--- src/rtl/wdt_reg_bridge.sv ---
// Register front-end for the watchdog timer: turns single-outstanding bus requests into
// valid/ready config transfers on the enable, kick and timeout-count channels.
module wdt_reg_bridge #(
  parameter int unsigned ADDR_W     = 4,
  parameter int unsigned CH_TIMEOUT = 16
) (
  input  logic              clk,
  input  logic              rst,
  input  logic              req_valid,
  output logic              req_ready,
  input  logic              req_write,
  input  logic [ADDR_W-1:0] req_addr,
  input  logic [31:0]       req_wdata,
  output logic              rsp_valid,
  input  logic              rsp_ready,
  output logic [31:0]       rsp_rdata,
  output logic              rsp_err,
  output logic              wden_valid,
  input  logic              wden_ready,
  output logic              wden,
  output logic              wdlive_valid,
  input  logic              wdlive_ready,
  output logic              wdlive,
  output logic              wtocnt_valid,
  input  logic              wtocnt_ready,
  output logic [31:0]       wtocnt,
  input  logic              wdt_irq
);

  localparam int unsigned CNT_W = (CH_TIMEOUT > 0) ? $clog2(CH_TIMEOUT + 1) : 1;
  localparam int unsigned LAST  = (CH_TIMEOUT > 0) ? CH_TIMEOUT - 1 : 0;

  localparam logic [3:0] A_EN     = 4'h0;
  localparam logic [3:0] A_LIVE   = 4'h4;
  localparam logic [3:0] A_TOCNT  = 4'h8;
  localparam logic [3:0] A_STATUS = 4'hC;

  typedef enum logic [1:0] {S_IDLE, S_ISSUE, S_RESP} state_t;

  state_t             state, state_n;
  logic [CNT_W-1:0]   cnt, cnt_n;
  logic               en_shadow, en_shadow_n;
  logic [31:0]        tocnt_shadow, tocnt_shadow_n;
  logic               sticky, sticky_n;
  logic               rsp_valid_n, rsp_err_n;
  logic [31:0]        rsp_rdata_n;
  logic               wden_valid_n, wdlive_valid_n, wtocnt_valid_n;
  logic               wden_n, wdlive_n;
  logic [31:0]        wtocnt_n;

  logic [31:0]        addr_ext;
  logic               addr_bad;
  logic [31:0]        status;
  logic               hs;

  assign req_ready = (state == S_IDLE);

  always_comb begin
    addr_ext       = 32'(req_addr);
    addr_bad       = (addr_ext[31:4] != '0) || (addr_ext[1:0] != 2'b00);
    status         = {29'b0, sticky, wdt_irq, en_shadow};
    hs             = (wden_valid & wden_ready) | (wdlive_valid & wdlive_ready) |
                     (wtocnt_valid & wtocnt_ready);
    state_n        = state;
    cnt_n          = cnt;
    en_shadow_n    = en_shadow;
    tocnt_shadow_n = tocnt_shadow;
    sticky_n       = sticky;
    rsp_valid_n    = rsp_valid;
    rsp_err_n      = rsp_err;
    rsp_rdata_n    = rsp_rdata;
    wden_valid_n   = wden_valid;
    wdlive_valid_n = wdlive_valid;
    wtocnt_valid_n = wtocnt_valid;
    wden_n         = wden;
    wdlive_n       = wdlive;
    wtocnt_n       = wtocnt;

    unique case (state)
      S_IDLE: begin
        if (req_valid) begin
          if (addr_bad || (req_write && addr_ext[3:0] == A_STATUS)) begin
            state_n     = S_RESP;
            rsp_valid_n = 1'b1;
            rsp_err_n   = 1'b1;
            rsp_rdata_n = '0;
          end else if (!req_write) begin
            state_n     = S_RESP;
            rsp_valid_n = 1'b1;
            rsp_err_n   = 1'b0;
            rsp_rdata_n = '0;
            case (addr_ext[3:0])
              A_EN:     rsp_rdata_n = {31'b0, en_shadow};
              A_TOCNT:  rsp_rdata_n = tocnt_shadow;
              A_STATUS: begin
                rsp_rdata_n = status;
                sticky_n    = 1'b0;
              end
              default:  rsp_rdata_n = '0;
            endcase
          end else begin
            state_n = S_ISSUE;
            cnt_n   = '0;
            case (addr_ext[3:0])
              A_EN: begin
                wden_valid_n = 1'b1;
                wden_n       = req_wdata[0];
              end
              A_LIVE: begin
                wdlive_valid_n = 1'b1;
                wdlive_n       = req_wdata[0];
              end
              default: begin
                wtocnt_valid_n = 1'b1;
                wtocnt_n       = req_wdata;
              end
            endcase
          end
        end
      end

      S_ISSUE: begin
        // cnt counts cycles already waited; the abort lands on the edge where it would reach
        // CH_TIMEOUT, so valid is up CH_TIMEOUT cycles and a ready on the last one still wins.
        if (hs) begin
          if (wden_valid)   en_shadow_n    = wden;
          if (wtocnt_valid) tocnt_shadow_n = wtocnt;
          wden_valid_n   = 1'b0;
          wdlive_valid_n = 1'b0;
          wtocnt_valid_n = 1'b0;
          state_n        = S_RESP;
          rsp_valid_n    = 1'b1;
          rsp_err_n      = 1'b0;
          rsp_rdata_n    = '0;
        end else if (CH_TIMEOUT != 0 && cnt == CNT_W'(LAST)) begin
          wden_valid_n   = 1'b0;
          wdlive_valid_n = 1'b0;
          wtocnt_valid_n = 1'b0;
          sticky_n       = 1'b1;
          state_n        = S_RESP;
          rsp_valid_n    = 1'b1;
          rsp_err_n      = 1'b1;
          rsp_rdata_n    = '0;
        end else if (cnt != '1) begin
          cnt_n = cnt + 1'b1;
        end
      end

      S_RESP: begin
        if (rsp_ready) begin
          rsp_valid_n = 1'b0;
          state_n     = S_IDLE;
        end
      end

      default: state_n = S_IDLE;
    endcase
  end

  always_ff @(posedge clk) begin
    if (rst) begin
      state        <= S_IDLE;
      cnt          <= '0;
      en_shadow    <= 1'b0;
      tocnt_shadow <= '0;
      sticky       <= 1'b0;
      rsp_valid    <= 1'b0;
      rsp_err      <= 1'b0;
      rsp_rdata    <= '0;
      wden_valid   <= 1'b0;
      wdlive_valid <= 1'b0;
      wtocnt_valid <= 1'b0;
      wden         <= 1'b0;
      wdlive       <= 1'b0;
      wtocnt       <= '0;
    end else begin
      state        <= state_n;
      cnt          <= cnt_n;
      en_shadow    <= en_shadow_n;
      tocnt_shadow <= tocnt_shadow_n;
      sticky       <= sticky_n;
      rsp_valid    <= rsp_valid_n;
      rsp_err      <= rsp_err_n;
      rsp_rdata    <= rsp_rdata_n;
      wden_valid   <= wden_valid_n;
      wdlive_valid <= wdlive_valid_n;
      wtocnt_valid <= wtocnt_valid_n;
      wden         <= wden_n;
      wdlive       <= wdlive_n;
      wtocnt       <= wtocnt_n;
    end
  end

endmodule

--- config.mk ---
export PLATFORM = sky130hd
export DESIGN_NAME = wdt_reg_bridge
export DESIGN_NICKNAME = d
export VERILOG_FILES = /design/src/rtl/wdt_reg_bridge.sv
export SDC_FILE = /design/constraint.sdc
export NUM_CORES = 1
export LEC_CHECK = 0
export CORE_UTILIZATION = 48
export CTS_BUF_LIST = sky130_fd_sc_hd__clkbuf_8 sky130_fd_sc_hd__clkbuf_16
export DETAILED_ROUTE_END_ITERATION = 8
export GPL_ROUTABILITY_DRIVEN = 0
export PLACE_DENSITY_LB_ADDON = 0.08
export RECOVER_POWER = 50
export SYNTH_ARGS = -nofsm -noshare
export SYNTH_HDL_FRONTEND = slang
export SYNTH_SLANG_ARGS = --single-unit
--- constraint.sdc ---
create_clock -name clk -period 2.5 [get_ports clk]
set_clock_uncertainty 0.15 [all_clocks]
set_input_delay 0.5 -clock clk [delete_from_list [all_inputs] [get_ports clk]]
set_output_delay 0.5 -clock clk [all_outputs]
set_load 0.02 [all_outputs]
After elaboration in Yosys (flattened, before gate mapping):

Index checks and enable logic that the tools add are counted.

* latch bits: 0
* ROM bits: 0
* input port bits: 45
* output and inout port bits: 72
* memories: 0
* bits in registers: 112
* logic and storage cells: 121
* RAM bits: 0

* bitwise logic cells: 7
* add/subtract/negate cells: 1
* multipliers: 0
* reduce and logical (&&, ||, !) cells: 21
* $lt $le $gt $ge: 0
* equality and inequality tests: 22
* shift-type cells: 0
* multiplexer cells: 56
* div/mod/pow operators: 0

Operators by type and width (count)
* $mux 32: 5
* $pmux 32 s3: 1
* $pmux 32 s2: 1
* $mux 5: 6
* $mux 1: 29
* $reduce_and 5->1: 4
* $ne 2x2->1 const B: 9
* $reduce_and 6->1: 3
* $reduce_and 7->1: 2
* $mux 2: 6
* $pmux 1 s2: 5
* $pmux 5 s2: 1
* $reduce_and 3->1: 3
* $eq 4x4->1 const B: 2
* $ne 2x1->1 const B: 4
* $pmux 2 s3: 1
* $add 5x1->5 const B: 1
* $eq 5x4->1 const B: 1
* $ne 5x5->1 const B: 1
* $eq 4x3->1 const B: 1
* $logic_not 4->1: 1
* $reduce_and 4->1: 1
* $reduce_bool 2->1: 2
* $and 1x1->1: 3
* other kinds (12): 14

Depth between registers and ports, before layout:

* word-level depth: 7
* gate-level depth with buffers: 8
* depth with buffers taken out: 6

Worst setup path before layout:

OpenSTA, ideal clock, no wires.

* path type: input-to-reg
* start: in wden_ready
* end: reg rsp_err
* data required time: 2278 ps
* library setup time: 72 ps
* path buffers: 2
* slack: 160 ps
* cell stages on the path: 6
* arrival: 2118 ps
* cell sequence: a222oi_1 -> nand2b_1 -> a32oi_1 -> buf_2 -> buf_4 -> mux2i_1

* longest elaborated chain between the ends: 5
* elaborated cells on any way between the ends: 7
* classes of those cells: eq/ne: 1; mux: 2; bitwise: 3; reduce/logical: 1

Ends and longest elaborated chain
* from (decl): line 19 `input logic wden_ready,`
* $and 1x1->1 *: line 62 `hs = (wden_valid & wden_ready) | (wdlive_valid & wdlive_ready) |`
* $or 1x1->1 * (2 in a row): line 62
* $ne 3x3->1 (no source line) or $mux 1 (tied branches)
* $reduce_and 4->1 (no source line) or $pmux 1 s2 (tied branches)
* to (signal assigned): line 183 `rsp_err <= rsp_err_n;`
* to (decl): line 17 `output logic rsp_err,`

Mark *: on every way between the ends. The rest lies on a longest branch, timed or not.
A chain may end at the register's enable or synchronous reset.

Worst setup path after layout:

* start: reg state[0]
* end: out req_ready

* longest elaborated chain between the ends: 1

Ends and longest elaborated chain
* from (decl): line 40 `state_t state, state_n;`
* from (signal assigned): line 177 `state <= state_n;`
* $logic_not 2->1: line 56 `assign req_ready = (state == S_IDLE);`
* to (decl): line 10 `output logic req_ready,`

No other way between the ends.

==> reports/metrics.yaml <==
sta:
  setup_tns_ns: 0
  hold_ws_ns: 0.306
  hold_viol: 0
  drv_slew: 0
  fmax_ghz: 0.441
  period_share: 0.908
  tightest_slew_ns: 0.635
  rsz0062_at_grt: "false"
  slew_headroom: 0.576
  fin_crit_ns: 2.27
  setup_violations: 0
hold_path:
  hp-class: "reg -> reg"
  whs_endpoint: "rsp_rdata[23]"
  hold_start: "tocnt_shadow[23]"
  min_path_cells: 2
critical_path:
  max_stage_delay_ns: 0.63
  crit_required_ns: 1.85
  cp-start-kind: "register"
  critPathKind: "reg -> out"
  crit_arrival_ns: 1.62
  worst-path-max-fanout: 10
  worstReg2RegEnd: "cnt[3]"
  crit_chain: "nor2_1, clkdlybuf4s50_1"
  r2r_slack_ns: 0.25
  r2r_cells: 6
  crit_slowest_cell: "clkdlybuf4s50_1"
  endpoint_kind: "output port"
  r2r_start: "cnt[0]"
run_status:
  status: "complete, but fails checks"
  violations: "design-rule violations"
route:
  avgRoutedWirePerCell_microns: 14.4
  drt-initial-drc-count: 139
  routed_wl_microns: 11000
  ant_nets: 0
  drc: 4
  via_per_inst: 5.29
  vias: 4043
  first_pass_iters: 9
cts:
  root_buffer: "clkbuf_8"
  clock_latency_ns: 0.37
  clock-sinks: 112
  clock_path_buffers: 2
  postCtsHoldBufs: 0
  h-tree-depth: 3
  cts.repair.resized: 0
  cts_buffers: 9
  cts_tree: "built"
  cts_setup_buffers: 0
  cts.clk_slew.worst_paths_ns: 0.11
floorplanning:
  core_area_sq_mm: 0.00885
  dieWidth_microns: 98.4
  pin_count: 117
  die_y_microns: 98.4
  initial_core_util: 0.504
  die_area_sq_mm: 0.00968
  row_count: 34
finish:
  final_nets: 699
  multi_input_area_sq_mm: 0.00208
  area_growth_pct: 35.7
  num_antenna_cells: 0
  nFillCells: 765
  regArea_sq_mm: 0.00224
  drive_gt1_frac: 0.0610
power:
  p_leak_nw: 2.37
  powerDensity_mw_per_mm2: 535
  ir_worst_vdd_mv: 0.326
synthesis:
  synth_edf_count: 0
  syn_nets: 585
  synth_largest_area_cell: "dfxtp_1"
  yosys_warnings: 0
  synth_area_sq_mm: 0.00446
  ys_seq_area_frac: 0.503
  syn_inst: 537
  yosysUniqueCellTypes: 39
  ys.flop_type: "dfxtp_1"
  synth_top_area_frac: 0.503
  ys_ff_latch: 112
  syn_avg_cell_area_sq_um: 8.31
  ys_top_cells_by_area: "dfxtp_1 (50%), nand2_1 (14%), a21oi_1 (8.1%), mux2i_1 (8.1%), nand2b_1 (5.2%)"
  async_reset_ff_frac: 0
placement:
  numPortBuffers: 116
  dp_hpwl_microns: 7390
flow_run:
  max-cap-violations: 0
global_routing:
  grt_max_degree: 50
  grt_overflow_total: 0
  grt_pass1_vias: 3849
  grt_first_pass_wirelength_microns: 18300
  track_usage: 0.237
  antenna_found_initial: 0
[final cells by class]
| class | instances | share of cell area |
|---|---|---|
| Multi-Input combinational cell | 382 | 0.343 |
| Clock buffer | 9 | 0.0205 |
| Inverter | 6 | 0.00372 |
| Tap cell | 108 | 0.0223 |
| Clock inverter | 7 | 0.0145 |
| Sequential cell | 112 | 0.370 |
| Timing Repair Buffer | 140 | 0.226 |
[per-stage QoR]
stage | util | setup WS (ns) | cells | power (mW) | area [sq um]
after global routing | 0.684 | 0.130 | 764 | 3.37 | 6060
after global placement | 0.663 | -0.0620 | 748 | 2.14 | 5860
after detailed placement | 0.663 | -0.0786 | 748 | 2.15 | 5860
after floorplan | - | 0.160 | 537 | 1.99 | 4460
after CTS | 0.687 | 0.219 | 764 | 3.28 | 6080
final | 0.684 | 0.231 | 764 | 3.24 | 6060
[synthesized netlist by cell type (all sizes together), types with 2 or more instances]
| library cell | instances |
|---|---|
| nand2 | 169 |
| dfxtp | 112 |
| a21oi | 72 |
| nand2b | 37 |
| mux2i | 36 |
| clkbuf | 33 |
| nand3 | 9 |
| nor2 | 8 |
| inv | 6 |
| or3 | 6 |
| o21ai | 5 |
| buf | 4 |
| a22o | 3 |
| ha | 3 |
| nand4 | 3 |
| a31oi | 2 |
| nand3b | 2 |
| nor3 | 2 |
| nor3b | 2 |
| nor4 | 2 |
| nor4b | 2 |
| o21a | 2 |
| or4b | 2 |
[worst max path at each step]
stage                      startpoint         to  slack (ns)
after floorplan            wden_ready    rsp_err        0.16
after global placement     wden_ready     cnt[3]       -0.06
after detailed placement   wden_ready     cnt[3]       -0.08
after CTS                    state[0]  req_ready        0.22
after global routing      req_addr[1]  wtocnt[6]        0.13
final                        state[0]  req_ready        0.23
[logic make-up after synthesis]
logic type	after synthesis	share of synthesized area
AO/OA/AOI/OAI	92	0.114
adder cells (fa/ha/maj)	3	0.00841
buffers and inverters	43	0.0390
flip-flops	112	0.503
multiplexers	36	0.0808
AND/OR/NAND/NOR	251	0.256
[layer usage]
metal  global-route usage  part of all wire
met3               0.0695             0.070
met1                0.288              0.44
met5                    0                 0
met4               0.0804             0.016
met2                0.403              0.48
[worst max-delay path, delay by kind of cell (launching register included)]
kind                   cells  cell delay, ns
and+or+nand+nor            1            0.19
buffers and inverters      1            0.63
DFF                        1            0.43
[where the power goes]
part | leakage, nW | internal, mW | switching (mW) | total, mW
Combinational | 1.35 | 0.149 | 0.143 | 0.291
Clock | 0.110 | 0.487 | 0.655 | 1.14
Sequential | 0.903 | 1.80 | 0.0119 | 1.81
[flip-flops by register name (all words and copies together), names as in the netlist]
register / cells
rsp_rdata: 32
tocnt_shadow: 32
wtocnt: 32
cnt: 5
state: 2
en_shadow: 1
rsp_err: 1
rsp_valid: 1
sticky: 1
wden: 1
wden_valid: 1
wdlive: 1
wdlive_valid: 1
wtocnt_valid: 1
[cells in the final DEF, fill, tap and decap left out, drive strengths merged, types with 2 or more instances in the layout]
cell | netlist | routed
nand2 | 169 | 169
nor4 | 2 | 2
a22o | 3 | 3
clkdlybuf4s50 | 0 | 50
nand3 | 9 | 9
nor3 | 2 | 2
clkinv | 0 | 3
dfxtp | 112 | 112
buf | 4 | 19
clkbuf | 33 | 15
nor3b | 2 | 2
o21a | 2 | 2
nand2b | 37 | 37
a31oi | 2 | 2
o21ai | 5 | 5
mux2i | 36 | 36
nor2 | 8 | 8
nand4 | 3 | 3
a21oi | 72 | 72
or3 | 6 | 6
inv | 6 | 9
nor4b | 2 | 2
nand3b | 2 | 2
ha | 3 | 3
or4b | 2 | 2
dlygate4sd3 | 0 | 65
Note: power is estimated with default switching activity, not from simulation.
